**src/rtl/logic_unit_pkg.sv**
```systemverilog
// Shared definitions for the logic unit and its arbiter: opcodes and default width.
package logic_unit_pkg;

  localparam int unsigned DATA_W_DEF = 3;

  typedef logic [1:0] op_t;

  localparam op_t OP_OR  = 2'd0;
  localparam op_t OP_AND = 2'd1;
  localparam op_t OP_XOR = 2'd2;
  localparam op_t OP_CAT = 2'd3;

endpackage

```
**src/rtl/logic_unit_arbiter_if.sv**
```systemverilog
// Requester/consumer bundle of logic_unit_arbiter.
// master: operand sources and result consumer; slave: the arbiter.
interface logic_unit_arbiter_if
  import logic_unit_pkg::*;
#(
  parameter int unsigned DATA_W = DATA_W_DEF
);

  logic                  req0;
  op_t                   op0;
  logic [DATA_W-1:0]     a0;
  logic [DATA_W-1:0]     b0;
  logic                  gnt0;

  logic                  req1;
  op_t                   op1;
  logic [DATA_W-1:0]     a1;
  logic [DATA_W-1:0]     b1;
  logic                  gnt1;

  logic                  out_valid;
  logic                  out_id;
  logic [2*DATA_W-1:0]   out_data;
  logic                  out_ready;

  modport master (
    output req0, op0, a0, b0,
    output req1, op1, a1, b1,
    output out_ready,
    input  gnt0, gnt1, out_valid, out_id, out_data
  );

  modport slave (
    input  req0, op0, a0, b0,
    input  req1, op1, a1, b1,
    input  out_ready,
    output gnt0, gnt1, out_valid, out_id, out_data
  );

endinterface

```
**src/rtl/logic_unit.sv**
```systemverilog
// Combinational logic unit: OR / AND / XOR zero-extended, or {a,b} concatenation.
module logic_unit
  import logic_unit_pkg::*;
#(
  parameter int unsigned DATA_W = DATA_W_DEF
) (
  input  op_t                 op,
  input  logic [DATA_W-1:0]   a,
  input  logic [DATA_W-1:0]   b,
  output logic [2*DATA_W-1:0] y_c
);

  localparam int unsigned RES_W = 2 * DATA_W;

  // Opcode decode
  always_comb begin
    y_c = '0;
    case (op)
      OP_OR:   y_c = RES_W'(a | b);
      OP_AND:  y_c = RES_W'(a & b);
      OP_XOR:  y_c = RES_W'(a ^ b);
      OP_CAT:  y_c = {a, b};
      default: y_c = '0;
    endcase
  end

endmodule

```
**src/rtl/logic_unit_arbiter.sv**
```systemverilog
// Round-robin arbiter sharing one logic unit between two requesters, with a
// single-entry valid/ready output register tagged by requester ID.
// Optional feature: define LU_ARB_STATS_EN to add saturating 8-bit grant
// counters gnt_cnt0 / gnt_cnt1.
module logic_unit_arbiter
  import logic_unit_pkg::*;
#(
  parameter int unsigned DATA_W = DATA_W_DEF
) (
  input  logic                 clk,
  input  logic                 rst,
  logic_unit_arbiter_if.slave  bus
`ifdef LU_ARB_STATS_EN
  ,
  output logic [7:0]           gnt_cnt0,
  output logic [7:0]           gnt_cnt1
`endif
);

  localparam int unsigned RES_W = 2 * DATA_W;

  logic              accept_c;
  logic              gnt0_c;
  logic              gnt1_c;
  op_t               win_op_c;
  logic [DATA_W-1:0] win_a_c;
  logic [DATA_W-1:0] win_b_c;
  logic [RES_W-1:0]  lu_res_c;

  logic              out_valid_q, out_valid_d;
  logic              out_id_q,    out_id_d;
  logic [RES_W-1:0]  out_data_q,  out_data_d;
  logic              last_gnt_q,  last_gnt_d;

  // Grant decision: only when the output can take a result; ties go to the
  // requester not granted last. Reset suppresses grants.
  always_comb begin
    accept_c = !out_valid_q || bus.out_ready;
    gnt0_c   = 1'b0;
    gnt1_c   = 1'b0;
    if (!rst && accept_c) begin
      if (bus.req0 && bus.req1) begin
        gnt0_c = last_gnt_q;
        gnt1_c = !last_gnt_q;
      end else begin
        gnt0_c = bus.req0;
        gnt1_c = bus.req1;
      end
    end
  end

  // Winner operand mux feeding the shared logic unit
  always_comb begin
    win_op_c = gnt1_c ? bus.op1 : bus.op0;
    win_a_c  = gnt1_c ? bus.a1  : bus.a0;
    win_b_c  = gnt1_c ? bus.b1  : bus.b0;
  end

  logic_unit #(.DATA_W(DATA_W)) u_lu (
    .op  (win_op_c),
    .a   (win_a_c),
    .b   (win_b_c),
    .y_c (lu_res_c)
  );

  // Output stage next state: load on grant, drain on pop, otherwise hold
  always_comb begin
    out_valid_d = out_valid_q;
    out_id_d    = out_id_q;
    out_data_d  = out_data_q;
    last_gnt_d  = last_gnt_q;
    if (gnt0_c || gnt1_c) begin
      out_valid_d = 1'b1;
      out_id_d    = gnt1_c;
      out_data_d  = lu_res_c;
      last_gnt_d  = gnt1_c;
    end else if (out_valid_q && bus.out_ready) begin
      out_valid_d = 1'b0;
    end
  end

  // Output stage and round-robin pointer registers
  always_ff @(posedge clk) begin
    if (rst) begin
      out_valid_q <= 1'b0;
      out_id_q    <= 1'b0;
      out_data_q  <= '0;
      last_gnt_q  <= 1'b1;
    end else begin
      out_valid_q <= out_valid_d;
      out_id_q    <= out_id_d;
      out_data_q  <= out_data_d;
      last_gnt_q  <= last_gnt_d;
    end
  end

  assign bus.gnt0      = gnt0_c;
  assign bus.gnt1      = gnt1_c;
  assign bus.out_valid = out_valid_q;
  assign bus.out_id    = out_id_q;
  assign bus.out_data  = out_data_q;

`ifdef LU_ARB_STATS_EN
  localparam int unsigned CNT_W   = 8;
  localparam logic [CNT_W-1:0] CNT_MAX = '1;

  logic [CNT_W-1:0] cnt0_q, cnt0_d;
  logic [CNT_W-1:0] cnt1_q, cnt1_d;

  // Saturating grant counters
  always_comb begin
    cnt0_d = cnt0_q;
    cnt1_d = cnt1_q;
    if (gnt0_c && (cnt0_q != CNT_MAX)) cnt0_d = cnt0_q + CNT_W'(1);
    if (gnt1_c && (cnt1_q != CNT_MAX)) cnt1_d = cnt1_q + CNT_W'(1);
  end

  // Counter registers
  always_ff @(posedge clk) begin
    if (rst) begin
      cnt0_q <= '0;
      cnt1_q <= '0;
    end else begin
      cnt0_q <= cnt0_d;
      cnt1_q <= cnt1_d;
    end
  end

  assign gnt_cnt0 = cnt0_q;
  assign gnt_cnt1 = cnt1_q;
`endif

endmodule

```
**src/flat_wrapper.sv**
```systemverilog
// flat-port wrapper written by rule: the top's interface ports become plain ports
module logic_unit_arbiter_flat import logic_unit_pkg::*;
#(
  parameter int unsigned DATA_W = DATA_W_DEF
)
  (clk, rst, bus_req0, bus_op0, bus_a0, bus_b0, bus_req1, bus_op1, bus_a1, bus_b1, bus_out_ready, bus_gnt0, bus_gnt1, bus_out_valid, bus_out_id, bus_out_data);
  logic_unit_arbiter_if #(.DATA_W(DATA_W)) bus_i ();
  input  logic clk;
  input  logic rst;
  input wire logic [$bits(bus_i.req0)-1:0] bus_req0;
  input wire logic [$bits(bus_i.op0)-1:0] bus_op0;
  input wire logic [$bits(bus_i.a0)-1:0] bus_a0;
  input wire logic [$bits(bus_i.b0)-1:0] bus_b0;
  input wire logic [$bits(bus_i.req1)-1:0] bus_req1;
  input wire logic [$bits(bus_i.op1)-1:0] bus_op1;
  input wire logic [$bits(bus_i.a1)-1:0] bus_a1;
  input wire logic [$bits(bus_i.b1)-1:0] bus_b1;
  input wire logic [$bits(bus_i.out_ready)-1:0] bus_out_ready;
  output wire logic [$bits(bus_i.gnt0)-1:0] bus_gnt0;
  output wire logic [$bits(bus_i.gnt1)-1:0] bus_gnt1;
  output wire logic [$bits(bus_i.out_valid)-1:0] bus_out_valid;
  output wire logic [$bits(bus_i.out_id)-1:0] bus_out_id;
  output wire logic [$bits(bus_i.out_data)-1:0] bus_out_data;
  assign bus_i.req0 = bus_req0;
  assign bus_i.op0 = bus_op0;
  assign bus_i.a0 = bus_a0;
  assign bus_i.b0 = bus_b0;
  assign bus_i.req1 = bus_req1;
  assign bus_i.op1 = bus_op1;
  assign bus_i.a1 = bus_a1;
  assign bus_i.b1 = bus_b1;
  assign bus_i.out_ready = bus_out_ready;
  assign bus_gnt0 = bus_i.gnt0;
  assign bus_gnt1 = bus_i.gnt1;
  assign bus_out_valid = bus_i.out_valid;
  assign bus_out_id = bus_i.out_id;
  assign bus_out_data = bus_i.out_data;
  logic_unit_arbiter #(.DATA_W(DATA_W)) u_core (.clk(clk), .rst(rst), .bus(bus_i));
endmodule
```
**config.mk**
```make
export PLATFORM = sky130hd
export DESIGN_NAME = logic_unit_arbiter_flat
export DESIGN_NICKNAME = d
export VERILOG_FILES = /design/src/rtl/logic_unit_pkg.sv /design/src/rtl/logic_unit_arbiter_if.sv /design/src/rtl/logic_unit.sv /design/src/rtl/logic_unit_arbiter.sv /design/src/flat_wrapper.sv
export SDC_FILE = /design/constraint.sdc
export NUM_CORES = 1
export LEC_CHECK = 0
export CORE_MARGIN = 3
export CORE_UTILIZATION = 35
export CTS_CLUSTER_DIAMETER = 150
export DETAILED_ROUTE_END_ITERATION = 6
export PLACE_DENSITY = 0.67
export SETUP_SLACK_MARGIN = 0.3
export SLEW_MARGIN = 20
export SYNTH_ARGS = -nofsm -noshare
export SYNTH_HDL_FRONTEND = slang
export SYNTH_SLANG_ARGS = --single-unit
export TNS_END_PERCENT = 5
```
**constraint.sdc**
```tcl
create_clock -name clk -period 3.1 [get_ports clk]
set_clock_uncertainty 0.15 [all_clocks]
set_input_delay 0.62 -clock clk [delete_from_list [all_inputs] [get_ports clk]]
set_output_delay 0.62 -clock clk [all_outputs]
set_load 0.03 [all_outputs]
```
==> impl_metrics.csv <==
group,metric,value,unit
worst_setup_path,crit_required,3100,ps
cts,tritoncts,"yes",
hold_path,hp-start,"u_core.bus.out_data[3]",
route,remaining_drc_errors,0,
power,comb_power_share,0.409,
power,p_per_area,323.2,nW/um2
yosys,yosysTopAreaCell,"dfxtp_1",
placement,portBuffers,30,
power,power_leakage,0.4709,nW
floorplanning,core,2022,um2
timing,relSlewSlack,0.7492,
floorplanning,dieArea,2785,um2
worst_setup_path,crit_chain,"clkdlybuf4s50_1, a21bo_4, nor3_4, buf_4, mux2_1, ha_1, a21oi_1, o21a_2, o32ai_2",
yosys,syn_nets,112,
worst_setup_path,worst-path-stages,9,
yosys,yosysSeqAreaShare,0.2353,
grt,grt-ovfl-total,0,
cts,cts_buffer_depth,2,
floorplanning,die_x,52.78,um
floorplanning,die_y,52.78,um
yosys,syn_inst,87,
yosys,ys_types,33,
timing,fmax,0.3624,GHz
cells_and_area,utilization,0.5755,
cts,cts_hold_buffers,0,
worst_setup_path,crit_slowest_cell,"clkdlybuf4s50_1",
yosys,synth-main-ff-cell,"dfxtp_1",
yosys,synth_area,765.7,um2
floorplanning,rows,16,
timing,tns,0,ps
timing,rsz0062_at_grt,"yes",
outcome,status,"completed",
worst_setup_path,crit_type,"in2reg",
floorplanning,start_util,0.3787,
timing,setup_viol,0,
floorplanning,ios,31,
hold_path,hold_end,"u_core.bus.out_data[3]",
power,p_switching,121.3,uW
power,power.internal,254.7,uW
flow_run,cap_viol_max_count,0,
worst_setup_path,reg2reg_depth,8,
power,p_clk_frac,0.244,
placement,dpl.hpwl,1663,um
yosys,synth_seq_cells,9,
grt,antenna_found_initial,0,
yosys,avgSynthCellArea,8.802,um2
power,seqPwrFrac,0.346,
yosys,yosys-top-cells-count,"dfxtp_1, a21oi_1, inv_1, nor2_1",
cts,cts_root_buf,"clkbuf_4",
cts,clock_latency,270,ps
worst_setup_path,crit_family,"buffers and inverters",
grt,track_usage,0.1716,
cells_and_area,nets,153,
route,wl_per_cell,13.58,um
worst_setup_path,path_max_fanout,5,
grt,grt_pass1_wl,3484,um
yosys,synth_top_area_frac,0.2353,
timing,period_minus_slack,2759,ps
cells_and_area,layout-drive-gt1-share,0.2047,
route,dr.pass1.iters,4,
timing,finalMaxSlewViolations,0,
grt,grt_max_degree,12,
timing,hold_viol,0,
route,routed_wirelength,2092,um
worst_setup_path,endpoint_kind,"flop",
power,peakVddDrop,0.1960,mV
route,vias_per_cell,5.162,
yosys,ys_async_sr_fraction,0,
timing,fin_crit_sh,0.8901,
timing,tightest_slew,375.1,ps
cells_and_area,area_delta_synth_final,51.96,%
yosys,yosys_warnings,0,
worst_setup_path,worstPathBufferInverterCount,2,
cts,cts_buffers,3,
yosys,synth-edff-count,0,
power,swShare,0.3226,
route,drtAntennaViolNets,0,
route,drtIter0Drc,15,
worst_setup_path,cpPeakStageDelay,480,ps
worst_setup_path,r2r-start,"u_core.last_gnt_q",
hold_path,hold_path_class,"reg2reg",
worst_setup_path,cp.arrival,2760,ps
cts,cts_htree_levels,1,
grt,first_global_vias,790,
cts,cts.sinks,9,
worst_setup_path,rrSetupSlack,880,ps
hold_path,hold_depth,2,
placement,place_congestion,0.7259,
worst_setup_path,startpoint_type,"input pin",
yosys,synthTopCellsByArea,"dfxtp_1, ha_1, mux2i_1",
cts,clk_pin_slew,60,ps
worst_setup_path,rr_endpoint,"u_core.bus.out_data[0]",
yosys,yosysMostFrequentCell,"dfxtp_1",
cells_and_area,antenna_cells,0,
route,vias,795,
-- area by class of cell --
| class | count | area, um2 |
|---|---|---|
| Fill cell | 191 | 858.3 |
| Multi-Input combinational cell | 70 | 544.3 |
| Tap cell | 27 | 33.78 |
| Timing Repair Buffer | 38 | 356.6 |
| Clock buffer | 4 | 26.28 |
| Inverter | 6 | 22.52 |
| Sequential cell | 9 | 180.2 |
-- power by group through the flow --
| stage | clock network, mW | registers, mW | logic, mW |
|---|---|---|---|
| global placement | 0 | 0.133 | 0.149 |
| CTS | 0.0951 | 0.130 | 0.153 |
| global route | 0.104 | 0.131 | 0.167 |
| finish | 0.0919 | 0.130 | 0.154 |
| detailed placement | 0 | 0.133 | 0.152 |
| floorplan | 0 | 0.148 | 0.0681 |
-- metrics by stage --
step	instances	hold WS [ps]	area (um2)	total power [mW]	worst slack, ps
after global routing	154	376.9	1164	0.4022	227.6
final	154	339.1	1164	0.3761	340.6
after global placement	148	322.9	1124	0.2824	147.3
after detailed placement	148	329.5	1124	0.2849	123.5
after floorplan	87	393.9	765.7	0.2159	497.4
after CTS	152	343.7	1149	0.3782	289.0
-- flip-flops by register name, indices dropped and copies added (netlist names) --
signal and cells:
u_core.bus.out_data 6, u_core.bus.out_id 1, u_core.bus.out_valid 1, u_core.last_gnt_q 1
-- per-layer routing --
layer / global-route usage / vias to the layer above / share of wire
li1: - / 396 / -
met1: 0.2169 / 376 / 0.48
met2: 0.2727 / 19 / 0.46
met3: 0.03419 / 4 / 0.047
met4: 0.08511 / 0 / 0.012
met5: 0 / - / 0
-- cell families (layout without fill, tap and decap cells) --
group                      Yosys count  count (layout)  share of synthesized area
muxes                                8               8                     0.1095
adders and majority gates            4               4                    0.06536
AOI/OAI and AO/OA                   29              29                     0.2843
buffers and inverters                8              48                    0.05392
and+or+nand+nor                     29              29                     0.2517
DFF                                  9               9                     0.2353
-- worst max path at each step --
stage | startpoint | end | slack, ps
2_1_floorplan | bus_out_ready | u_core.bus.out_data[2] | 500
3_3_place_gp | bus_out_ready | bus_gnt0 | 150
3_5_place_dp | bus_out_ready | u_core.bus.out_data[2] | 120
4_1_cts | bus_out_ready | bus_gnt1 | 290
5_1_grt | bus_req0 | u_core.bus.out_data[2] | 230
6_report | bus_req0 | u_core.bus.out_data[0] | 340
-- worst reg2reg max path: cells and delay by family (launching register included) --
| kind | cells | cell delay, ps |
|---|---|---|
| flops | 1 | 340 |
| compound gates | 4 | 590 |
| fa+ha+maj | 1 | 290 |
| buf+inv | 1 | 180 |
| simple gates | 1 | 220 |
| mux | 1 | 340 |
-- cell usage in the layout (no fill, tap or decap), types with 2 or more instances in the layout --
| cell type | synthesis | final |
|---|---|---|
| o32ai_2 | 2 | 2 |
| clkdlybuf4s50_1 | 0 | 28 |
| clkbuf_4 | 0 | 3 |
| dfxtp_1 | 9 | 9 |
| a2bb2oi_1 | 3 | 3 |
| buf_4 | 1 | 9 |
| ha_1 | 4 | 4 |
| o21bai_1 | 4 | 4 |
| nand3b_1 | 2 | 2 |
| a21oi_1 | 8 | 8 |
| nor3_1 | 2 | 2 |
| a31oi_1 | 4 | 4 |
| nand2b_1 | 3 | 3 |
| o21ai_0 | 2 | 2 |
| nor2_1 | 6 | 6 |
| inv_1 | 6 | 6 |
| or2b_2 | 3 | 3 |
| or2_2 | 2 | 2 |
| nor2b_1 | 5 | 5 |
| mux2i_1 | 5 | 5 |
| mux2_1 | 2 | 2 |
-- timing repair --
item / CTS / global route
resized for setup: 1 / 0
setup buffers: 0 / 2
pin swaps: 0 / 1
endpoints found under the setup margin: 2 / 2
(Power assumes the default switching activity.)
